### config.mk
export PLATFORM = sky130hd
export DESIGN_NAME = inst_encoder_flat
export DESIGN_NICKNAME = d
export VERILOG_FILES = /design/src/rtl/inst_encoder_pkg.sv /design/src/rtl/inst_encoder_if.sv /design/src/rtl/inst_encoder_field_pack.sv /design/src/rtl/inst_encoder.sv /design/src/flat_wrapper.sv
export SDC_FILE = /design/constraint.sdc
export NUM_CORES = 1
export LEC_CHECK = 0
export BUFFER_PORTS_ARGS = -buffer_cell sky130_fd_sc_hd__buf_4
export CORE_MARGIN = 3
export CORE_UTILIZATION = 50
export CTS_CLUSTER_DIAMETER = 100
export DETAILED_ROUTE_END_ITERATION = 10
export PLACE_DENSITY = 0.84
export RECOVER_POWER = 100
export SETUP_SLACK_MARGIN = 0.1
export SYNTH_ARGS = -nofsm -noshare
export SYNTH_HDL_FRONTEND = slang
export SYNTH_SLANG_ARGS = --single-unit
export TNS_END_PERCENT = 1
### constraint.sdc
create_clock -name clk -period 3.4 [get_ports clk]
set_input_delay 0.17 -clock clk [delete_from_list [all_inputs] [get_ports clk]]
set_output_delay 0.17 -clock clk [all_outputs]
set_load 0.02 [all_outputs]
### src/rtl/inst_encoder_pkg.sv
// Shared instruction-set constants for the MIPS encoder/decoder pair.
// Op-select bit positions match the decoder's one-hot output order.
package inst_pkg;

    localparam logic [4:0] IDX_ADD   = 5'd0;
    localparam logic [4:0] IDX_ADDU  = 5'd1;
    localparam logic [4:0] IDX_SUBU  = 5'd2;
    localparam logic [4:0] IDX_SUB   = 5'd3;
    localparam logic [4:0] IDX_AND   = 5'd4;
    localparam logic [4:0] IDX_OR    = 5'd5;
    localparam logic [4:0] IDX_XOR   = 5'd6;
    localparam logic [4:0] IDX_NOR   = 5'd7;
    localparam logic [4:0] IDX_SLT   = 5'd8;
    localparam logic [4:0] IDX_SLTU  = 5'd9;
    localparam logic [4:0] IDX_SLL   = 5'd10;
    localparam logic [4:0] IDX_SRL   = 5'd11;
    localparam logic [4:0] IDX_SRA   = 5'd12;
    localparam logic [4:0] IDX_SLLV  = 5'd13;
    localparam logic [4:0] IDX_SRLV  = 5'd14;
    localparam logic [4:0] IDX_SRAV  = 5'd15;
    localparam logic [4:0] IDX_JR    = 5'd16;
    localparam logic [4:0] IDX_ADDI  = 5'd17;
    localparam logic [4:0] IDX_ADDIU = 5'd18;
    localparam logic [4:0] IDX_ANDI  = 5'd19;
    localparam logic [4:0] IDX_ORI   = 5'd20;
    localparam logic [4:0] IDX_XORI  = 5'd21;
    localparam logic [4:0] IDX_LW    = 5'd22;
    localparam logic [4:0] IDX_SW    = 5'd23;
    localparam logic [4:0] IDX_BEQ   = 5'd24;
    localparam logic [4:0] IDX_BNE   = 5'd25;
    localparam logic [4:0] IDX_SLTI  = 5'd26;
    localparam logic [4:0] IDX_SLTIU = 5'd27;
    localparam logic [4:0] IDX_LUI   = 5'd28;
    localparam logic [4:0] IDX_J     = 5'd29;
    localparam logic [4:0] IDX_JAL   = 5'd30;

    localparam logic [5:0] OPC_SPECIAL = 6'h00;
    localparam logic [5:0] OPC_J       = 6'h02;
    localparam logic [5:0] OPC_JAL     = 6'h03;
    localparam logic [5:0] OPC_BEQ     = 6'h04;
    localparam logic [5:0] OPC_BNE     = 6'h05;
    localparam logic [5:0] OPC_ADDI    = 6'h08;
    localparam logic [5:0] OPC_ADDIU   = 6'h09;
    localparam logic [5:0] OPC_SLTI    = 6'h0A;
    localparam logic [5:0] OPC_SLTIU   = 6'h0B;
    localparam logic [5:0] OPC_ANDI    = 6'h0C;
    localparam logic [5:0] OPC_ORI     = 6'h0D;
    localparam logic [5:0] OPC_XORI    = 6'h0E;
    localparam logic [5:0] OPC_LUI     = 6'h0F;
    localparam logic [5:0] OPC_LW      = 6'h23;
    localparam logic [5:0] OPC_SW      = 6'h2B;

    localparam logic [5:0] FN_SLL  = 6'h00;
    localparam logic [5:0] FN_SRL  = 6'h02;
    localparam logic [5:0] FN_SRA  = 6'h03;
    localparam logic [5:0] FN_SLLV = 6'h04;
    localparam logic [5:0] FN_SRLV = 6'h06;
    localparam logic [5:0] FN_SRAV = 6'h07;
    localparam logic [5:0] FN_JR   = 6'h08;
    localparam logic [5:0] FN_ADD  = 6'h20;
    localparam logic [5:0] FN_ADDU = 6'h21;
    localparam logic [5:0] FN_SUB  = 6'h22;
    localparam logic [5:0] FN_SUBU = 6'h23;
    localparam logic [5:0] FN_AND  = 6'h24;
    localparam logic [5:0] FN_OR   = 6'h25;
    localparam logic [5:0] FN_XOR  = 6'h26;
    localparam logic [5:0] FN_NOR  = 6'h27;
    localparam logic [5:0] FN_SLT  = 6'h2A;
    localparam logic [5:0] FN_SLTU = 6'h2B;

    // Field layout family an op index packs into.
    typedef enum logic [2:0] {
        FMT_R,
        FMT_SHIFT,
        FMT_JR,
        FMT_I,
        FMT_LUI,
        FMT_J
    } op_fmt_e;

    function automatic op_fmt_e fmt_of(logic [4:0] idx);
        if (idx >= IDX_J)      return FMT_J;
        if (idx == IDX_LUI)    return FMT_LUI;
        if (idx >= IDX_ADDI)   return FMT_I;
        if (idx == IDX_JR)     return FMT_JR;
        if (idx >= IDX_SLL && idx <= IDX_SRA) return FMT_SHIFT;
        return FMT_R;
    endfunction

    // Funct for SPECIAL-opcode ops, major opcode for everything else.
    function automatic logic [5:0] code6_of(logic [4:0] idx);
        case (idx)
            IDX_ADD:   return FN_ADD;
            IDX_ADDU:  return FN_ADDU;
            IDX_SUBU:  return FN_SUBU;
            IDX_SUB:   return FN_SUB;
            IDX_AND:   return FN_AND;
            IDX_OR:    return FN_OR;
            IDX_XOR:   return FN_XOR;
            IDX_NOR:   return FN_NOR;
            IDX_SLT:   return FN_SLT;
            IDX_SLTU:  return FN_SLTU;
            IDX_SLL:   return FN_SLL;
            IDX_SRL:   return FN_SRL;
            IDX_SRA:   return FN_SRA;
            IDX_SLLV:  return FN_SLLV;
            IDX_SRLV:  return FN_SRLV;
            IDX_SRAV:  return FN_SRAV;
            IDX_JR:    return FN_JR;
            IDX_ADDI:  return OPC_ADDI;
            IDX_ADDIU: return OPC_ADDIU;
            IDX_ANDI:  return OPC_ANDI;
            IDX_ORI:   return OPC_ORI;
            IDX_XORI:  return OPC_XORI;
            IDX_LW:    return OPC_LW;
            IDX_SW:    return OPC_SW;
            IDX_BEQ:   return OPC_BEQ;
            IDX_BNE:   return OPC_BNE;
            IDX_SLTI:  return OPC_SLTI;
            IDX_SLTIU: return OPC_SLTIU;
            IDX_LUI:   return OPC_LUI;
            IDX_J:     return OPC_J;
            IDX_JAL:   return OPC_JAL;
            default:   return 6'h00;
        endcase
    endfunction

    // True when exactly one bit of the 31 real op positions is set.
    function automatic logic is_onehot31(logic [30:0] v);
        return (v != '0) && ((v & (v - 31'd1)) == '0);
    endfunction

endpackage

### src/rtl/inst_encoder_if.sv
// Request/response bundle between the program builder and the encoder.
// master = producer/consumer side, slave = the encoder itself.
interface inst_encoder_if #(
    parameter int unsigned ADDR_W = 32
);
    logic              in_valid;
    logic              in_ready;
    logic [31:0]       op_sel;
    logic [4:0]        rs;
    logic [4:0]        rt;
    logic [4:0]        rd;
    logic [4:0]        shamt;
    logic [15:0]       imm;
    logic [25:0]       target;
    logic              out_valid;
    logic              out_ready;
    logic [31:0]       inst_code;
    logic [ADDR_W-1:0] inst_addr;
    logic              err_illegal;

    modport master (
        output in_valid, op_sel, rs, rt, rd, shamt, imm, target, out_ready,
        input  in_ready, out_valid, inst_code, inst_addr, err_illegal
    );

    modport slave (
        input  in_valid, op_sel, rs, rt, rd, shamt, imm, target, out_ready,
        output in_ready, out_valid, inst_code, inst_addr, err_illegal
    );
endinterface

### src/rtl/inst_encoder_field_pack.sv
// Combinational packer: lowest set op-select bit picks the layout,
// unused fields are forced to zero so a decoder round-trip is exact.
module inst_field_pack
    import inst_pkg::*;
(
    input  logic [30:0] opSel_i,
    input  logic [4:0]  rs_i,
    input  logic [4:0]  rt_i,
    input  logic [4:0]  rd_i,
    input  logic [4:0]  shamt_i,
    input  logic [15:0] imm_i,
    input  logic [25:0] target_i,
    output logic [31:0] code_o
);

    logic [4:0] idx;
    logic       found;
    logic [5:0] sel6;

    // Priority-select the lowest op bit and assemble its instruction word.
    always_comb begin
        idx   = IDX_ADD;
        found = 1'b0;
        for (int i = 30; i >= 0; i--) begin
            if (opSel_i[i]) begin
                idx   = 5'(i);
                found = 1'b1;
            end
        end
        sel6   = code6_of(idx);
        code_o = '0;
        if (found) begin
            case (fmt_of(idx))
                FMT_R:     code_o = {OPC_SPECIAL, rs_i, rt_i, rd_i, 5'd0, sel6};
                FMT_SHIFT: code_o = {OPC_SPECIAL, 5'd0, rt_i, rd_i, shamt_i, sel6};
                FMT_JR:    code_o = {OPC_SPECIAL, rs_i, 15'd0, sel6};
                FMT_I:     code_o = {sel6, rs_i, rt_i, imm_i};
                FMT_LUI:   code_o = {sel6, 5'd0, rt_i, imm_i};
                FMT_J:     code_o = {sel6, target_i};
                default:   code_o = '0;
            endcase
        end
    end

endmodule

### src/rtl/inst_encoder.sv
// Instruction encoder: one registered output stage with valid/ready on both
// sides and a running byte-address counter for the emitted words.
// Optional macro INST_ENC_ONEHOT_CHECK_EN rejects non-one-hot op selects
// and flags them on err_illegal instead of emitting a word.
module inst_encoder
    import inst_pkg::*;
#(
    parameter int unsigned       ADDR_W    = 32,
    parameter logic [ADDR_W-1:0] BASE_ADDR = ADDR_W'(32'h00400000),
    parameter int unsigned       ADDR_STEP = 4
)(
    input  logic          clk,
    input  logic          rst_n,
    input  logic          clr,
    inst_encoder_if.slave bus
);

    logic              outValid_q,   outValid_d;
    logic [31:0]       instCode_q,   instCode_d;
    logic [ADDR_W-1:0] instAddr_q,   instAddr_d;
    logic              errIllegal_q, errIllegal_d;
    logic [31:0]       packedCode;
    logic              accept;
    logic              outHandshake;

    inst_field_pack u_pack (
        .opSel_i  (bus.op_sel[30:0]),
        .rs_i     (bus.rs),
        .rt_i     (bus.rt),
        .rd_i     (bus.rd),
        .shamt_i  (bus.shamt),
        .imm_i    (bus.imm),
        .target_i (bus.target),
        .code_o   (packedCode)
    );

`ifdef INST_ENC_ONEHOT_CHECK_EN
    logic opLegal;
    assign opLegal = is_onehot31(bus.op_sel[30:0]) && !bus.op_sel[31];
`else
    logic unusedOpBit31;
    assign unusedOpBit31 = bus.op_sel[31];
`endif

    assign bus.in_ready    = !outValid_q || bus.out_ready;
    assign accept          = bus.in_valid && bus.in_ready;
    assign outHandshake    = outValid_q && bus.out_ready;
    assign bus.out_valid   = outValid_q;
    assign bus.inst_code   = instCode_q;
    assign bus.inst_addr   = instAddr_q;
    assign bus.err_illegal = errIllegal_q;

    // Next-state for the output stage: drain on handshake, load on accept, clr resets the address last.
    always_comb begin
        outValid_d   = outValid_q;
        instCode_d   = instCode_q;
        instAddr_d   = instAddr_q;
        errIllegal_d = 1'b0;
        if (outHandshake) begin
            outValid_d = 1'b0;
            instAddr_d = instAddr_q + ADDR_W'(ADDR_STEP);
        end
        if (accept) begin
`ifdef INST_ENC_ONEHOT_CHECK_EN
            if (opLegal) begin
                outValid_d = 1'b1;
                instCode_d = packedCode;
            end else begin
                errIllegal_d = 1'b1;
            end
`else
            outValid_d = 1'b1;
            instCode_d = packedCode;
`endif
        end
        if (clr) begin
            instAddr_d = BASE_ADDR;
        end
    end

    // Output stage registers; reset drops any held word without replay.
    always_ff @(posedge clk or negedge rst_n) begin
        if (!rst_n) begin
            outValid_q   <= 1'b0;
            instCode_q   <= '0;
            instAddr_q   <= BASE_ADDR;
            errIllegal_q <= 1'b0;
        end else begin
            outValid_q   <= outValid_d;
            instCode_q   <= instCode_d;
            instAddr_q   <= instAddr_d;
            errIllegal_q <= errIllegal_d;
        end
    end

endmodule

### src/flat_wrapper.sv
// flat-port wrapper written by rule: the top's interface ports become plain ports
module inst_encoder_flat import inst_pkg::*;
#(
    parameter int unsigned       ADDR_W    = 32,
    parameter logic [ADDR_W-1:0] BASE_ADDR = ADDR_W'(32'h00400000),
    parameter int unsigned       ADDR_STEP = 4
)
  (clk, rst_n, clr, bus_in_valid, bus_op_sel, bus_rs, bus_rt, bus_rd, bus_shamt, bus_imm, bus_target, bus_out_ready, bus_in_ready, bus_out_valid, bus_inst_code, bus_inst_addr, bus_err_illegal);
  inst_encoder_if #(.ADDR_W(ADDR_W)) bus_i ();
  input  logic clk;
  input  logic rst_n;
  input  logic clr;
  input wire logic [$bits(bus_i.in_valid)-1:0] bus_in_valid;
  input wire logic [$bits(bus_i.op_sel)-1:0] bus_op_sel;
  input wire logic [$bits(bus_i.rs)-1:0] bus_rs;
  input wire logic [$bits(bus_i.rt)-1:0] bus_rt;
  input wire logic [$bits(bus_i.rd)-1:0] bus_rd;
  input wire logic [$bits(bus_i.shamt)-1:0] bus_shamt;
  input wire logic [$bits(bus_i.imm)-1:0] bus_imm;
  input wire logic [$bits(bus_i.target)-1:0] bus_target;
  input wire logic [$bits(bus_i.out_ready)-1:0] bus_out_ready;
  output wire logic [$bits(bus_i.in_ready)-1:0] bus_in_ready;
  output wire logic [$bits(bus_i.out_valid)-1:0] bus_out_valid;
  output wire logic [$bits(bus_i.inst_code)-1:0] bus_inst_code;
  output wire logic [$bits(bus_i.inst_addr)-1:0] bus_inst_addr;
  output wire logic [$bits(bus_i.err_illegal)-1:0] bus_err_illegal;
  assign bus_i.in_valid = bus_in_valid;
  assign bus_i.op_sel = bus_op_sel;
  assign bus_i.rs = bus_rs;
  assign bus_i.rt = bus_rt;
  assign bus_i.rd = bus_rd;
  assign bus_i.shamt = bus_shamt;
  assign bus_i.imm = bus_imm;
  assign bus_i.target = bus_target;
  assign bus_i.out_ready = bus_out_ready;
  assign bus_in_ready = bus_i.in_ready;
  assign bus_out_valid = bus_i.out_valid;
  assign bus_inst_code = bus_i.inst_code;
  assign bus_inst_addr = bus_i.inst_addr;
  assign bus_err_illegal = bus_i.err_illegal;
  inst_encoder #(.ADDR_W(ADDR_W), .BASE_ADDR(BASE_ADDR), .ADDR_STEP(ADDR_STEP)) u_core (.clk(clk), .rst_n(rst_n), .clr(clr), .bus(bus_i));
endmodule
==> results.cfg <==
[synthesis]
synth_area_um2 = 3780
synth_area_per_cell_um2 = 9.21
synth_edf_count = 0
ys.flop_type = dfrtp_1
seq_area_frac_synth_pct = 41.1
ys_types = 64
netlist_top_cells_area = dfrtp_1 40%, nor2_1 4.4%, xor2_1 4.2%, nand2_1 3.9%, a22o_1 3.5%
yosys_warnings = 0
synth_top_cell_by_area = dfrtp_1
synthCells = 410
async_flop_share_pct = 100
synth_top_area_share_pct = 40.4
ys_ff_latch = 62

[cells_and_area]
final_cell_mix = 105 x buf_4, 62 x clkbuf_1, 61 x dfrtp_1, 45 x nor2_1, 39 x nand2_1
post_route_cells_drive_above_1_share_pct = 23.8
diodes = 0
final_common_cell = buf_4
area_growth_pct = 33.5
multi_input_comb_area_um2 = 2090
nNetsFinal = 679
regArea_um2 = 1550
nFillCells = 665
final_core_util_pct = 69.2
fin_cells = 679

[pwr]
vdd_drop_max_v = 0.000232
power_density_nw_per_um2 = 360
p_leak_uw = 0.00221

[place]
routabilityCongestion = 0.853
dp_worst_setup_slack_ns = 0.437
port_buffers = 160
post-dp-hpwl_mm = 8.28
dp.cells = 662

[routing]
drcViolationCount = 0
dr.pass1.iters = 5
routed-via-count = 3956
drt-initial-drc-count = 201
routed_via_density = 5.83
wire_per_inst_um = 16.1
drt_wl_total_mm = 11.0
ant_nets = 0

[timing]
period_share_pct = 85.9
tightest_slew_ns = 1.50
fmax_mhz = 342
setup-tns-final_ns = 0
grt_setup_unrepaired = false
finalWorstSetupSlack_ns = 0.479
hold_violations = 0
max_slew_margin_pct = -0.208
min_period_ns = 2.92
fin_skew_ns = 0.0130
slew_viol_final = 62
setup_viol = 0

[cts]
clk_pin_slew_worst_paths_ns = 0.08
cts-resized-gates = 0
insertion_delay_ns = 0.34
cts_max_level = 3
numCtsBuffers = 9
cts_num_sinks = 62
root_buffer = clkbuf_8
cts.path.max_buffers = 2
cts_tree = yes

[floorplan]
dieArea_um2 = 8630
initial_utilization_pct = 51.8
io_pins = 166
die_y_um = 92.9
die_w_um = 92.9
fp-row-count = 31
core_area_um2 = 7290

[global_route]
grt_max_degree = 63
overflow = 0
grt_pass1_vias = 3764
grt_pass1_wl_mm = 17.6
grt.total_usage_pct = 25.2
antenna_found_initial = 0

[critical_path]
cp-end-kind = register
worstPathMaxFanout = 11
critPathLaunchType = input pin
cp.arrival_ns = 3.20
required_ns = 3.68
crit_type = in2reg

[outcome]
violations = max-capacitance violations, max-slew violations
status = finished, violations left

[job]
max-cap-violations = 1

[hold_path]
hp-class = in2reg
timing repair:
action                                 CTS  global route
hold buffers                             1             0
endpoints found under the hold margin   61             0
buffers inserted                         0             0
routing by layer:
| layer | global-route usage (%) | share of wire, % | vias up |
|---|---|---|---|
| met2 | 42.4 | 51 | 180 |
| li1 | - | - | 1871 |
| met5 | 0 | 0 | - |
| met3 | 6.09 | 7.6 | 17 |
| met1 | 32.1 | 40 | 1888 |
| met4 | 7.81 | 1.8 | 0 |
metrics by stage:
stage               area (um^2)  hold WS, ns  power (uW)
finish                     5040       0.0201        1820
global route               5040       0.0143        1900
CTS                        5290      0.00851        1860
detailed placement         5070        0.295        1180
global placement           5070        0.290        1170
floorplan                  3790       -0.126         982
report_power, final:
part / leakage (uW) / internal, uW / switching [uW]
logic: 0.00128 / 153 / 193
clock network: 0.000103 / 362 / 314
registers: 0.000825 / 771 / 22.2
total: 0.00221 / 1290 / 530
area by class of cell:
class	count	area share [%]
Inverter	8	0.595
Sequential cell	62	30.8
Multi-Input combinational cell	325	41.5
Clock inverter	6	1.36
Timing Repair Buffer	169	20.5
Clock buffer	10	2.73
Tap cell	99	2.46
Yosys cell counts, types with 2 or more instances:
cell,instances
o211ai_1,5
a22o_1,15
nor4_1,5
buf_2,2
a221o_1,12
a21o_1,8
dfrtp_1,61
nand2_1,39
xor2_1,18
nand2b_1,7
o21ai_1,3
a21oi_1,18
a311oi_1,2
nor2_2,5
ha_1,5
or3_1,12
or4_1,4
o31ai_1,3
and3_1,5
o21bai_1,2
o21ai_0,22
xnor2_1,4
inv_1,7
a31oi_1,4
buf_4,6
clkbuf_1,9
nor2b_1,3
a32o_1,2
a22oi_1,10
a221oi_1,2
nor3_1,9
nor4_2,2
nand4_1,12
nand3_1,13
o2111a_1,2
nor2_1,44
path summary, 6_finish.rpt:
kind	from	end	slack (ns)	cells after the start
worst max-delay path	bus_op_sel[16]	u_core.bus.inst_code[23]	0.48	12
worst min register to register	u_core.bus.inst_code[29]	u_core.bus.inst_code[29]	0.48	2
min in group asynchronous	rst_n	u_core.bus.inst_addr[31]	0.74	2
max in group asynchronous	rst_n	u_core.bus.inst_addr[7]	1.78	2
worst max register to register	u_core.bus.out_valid	u_core.bus.inst_code[21]	0.76	6
worst min-delay path	bus_rs[1]	u_core.bus.inst_code[22]	0.02	2
worst max-delay path, cell delays in order:
cell and delay (ns):
buf_4 0.12, or3_1 0.36, a221oi_1 0.23, o21ai_1 0.12
a211o_1 0.37, inv_1 0.32, ha_1 0.35, o311ai_2 0.20
nor2_1 0.46, buf_4 0.28, a22o_1 0.14, a21o_1 0.08
flip-flops by register name, indices dropped and copies added, names as in the netlist:
signal / cells
u_core.bus.inst_code: 31
u_core.bus.inst_addr: 30
u_core.bus.out_valid: 1
cells by family after synthesis:
| group | synth area share, % |
|---|---|
| simple gates | 23.6 |
| compound gates | 24.8 |
| xor+xnor | 5.10 |
| other cells | 0.0993 |
| buf+inv | 3.44 |
| mux | 0.265 |
| flops | 41.1 |
| fa+ha+maj | 1.66 |
Note: power is estimated with default switching activity, not from simulation.
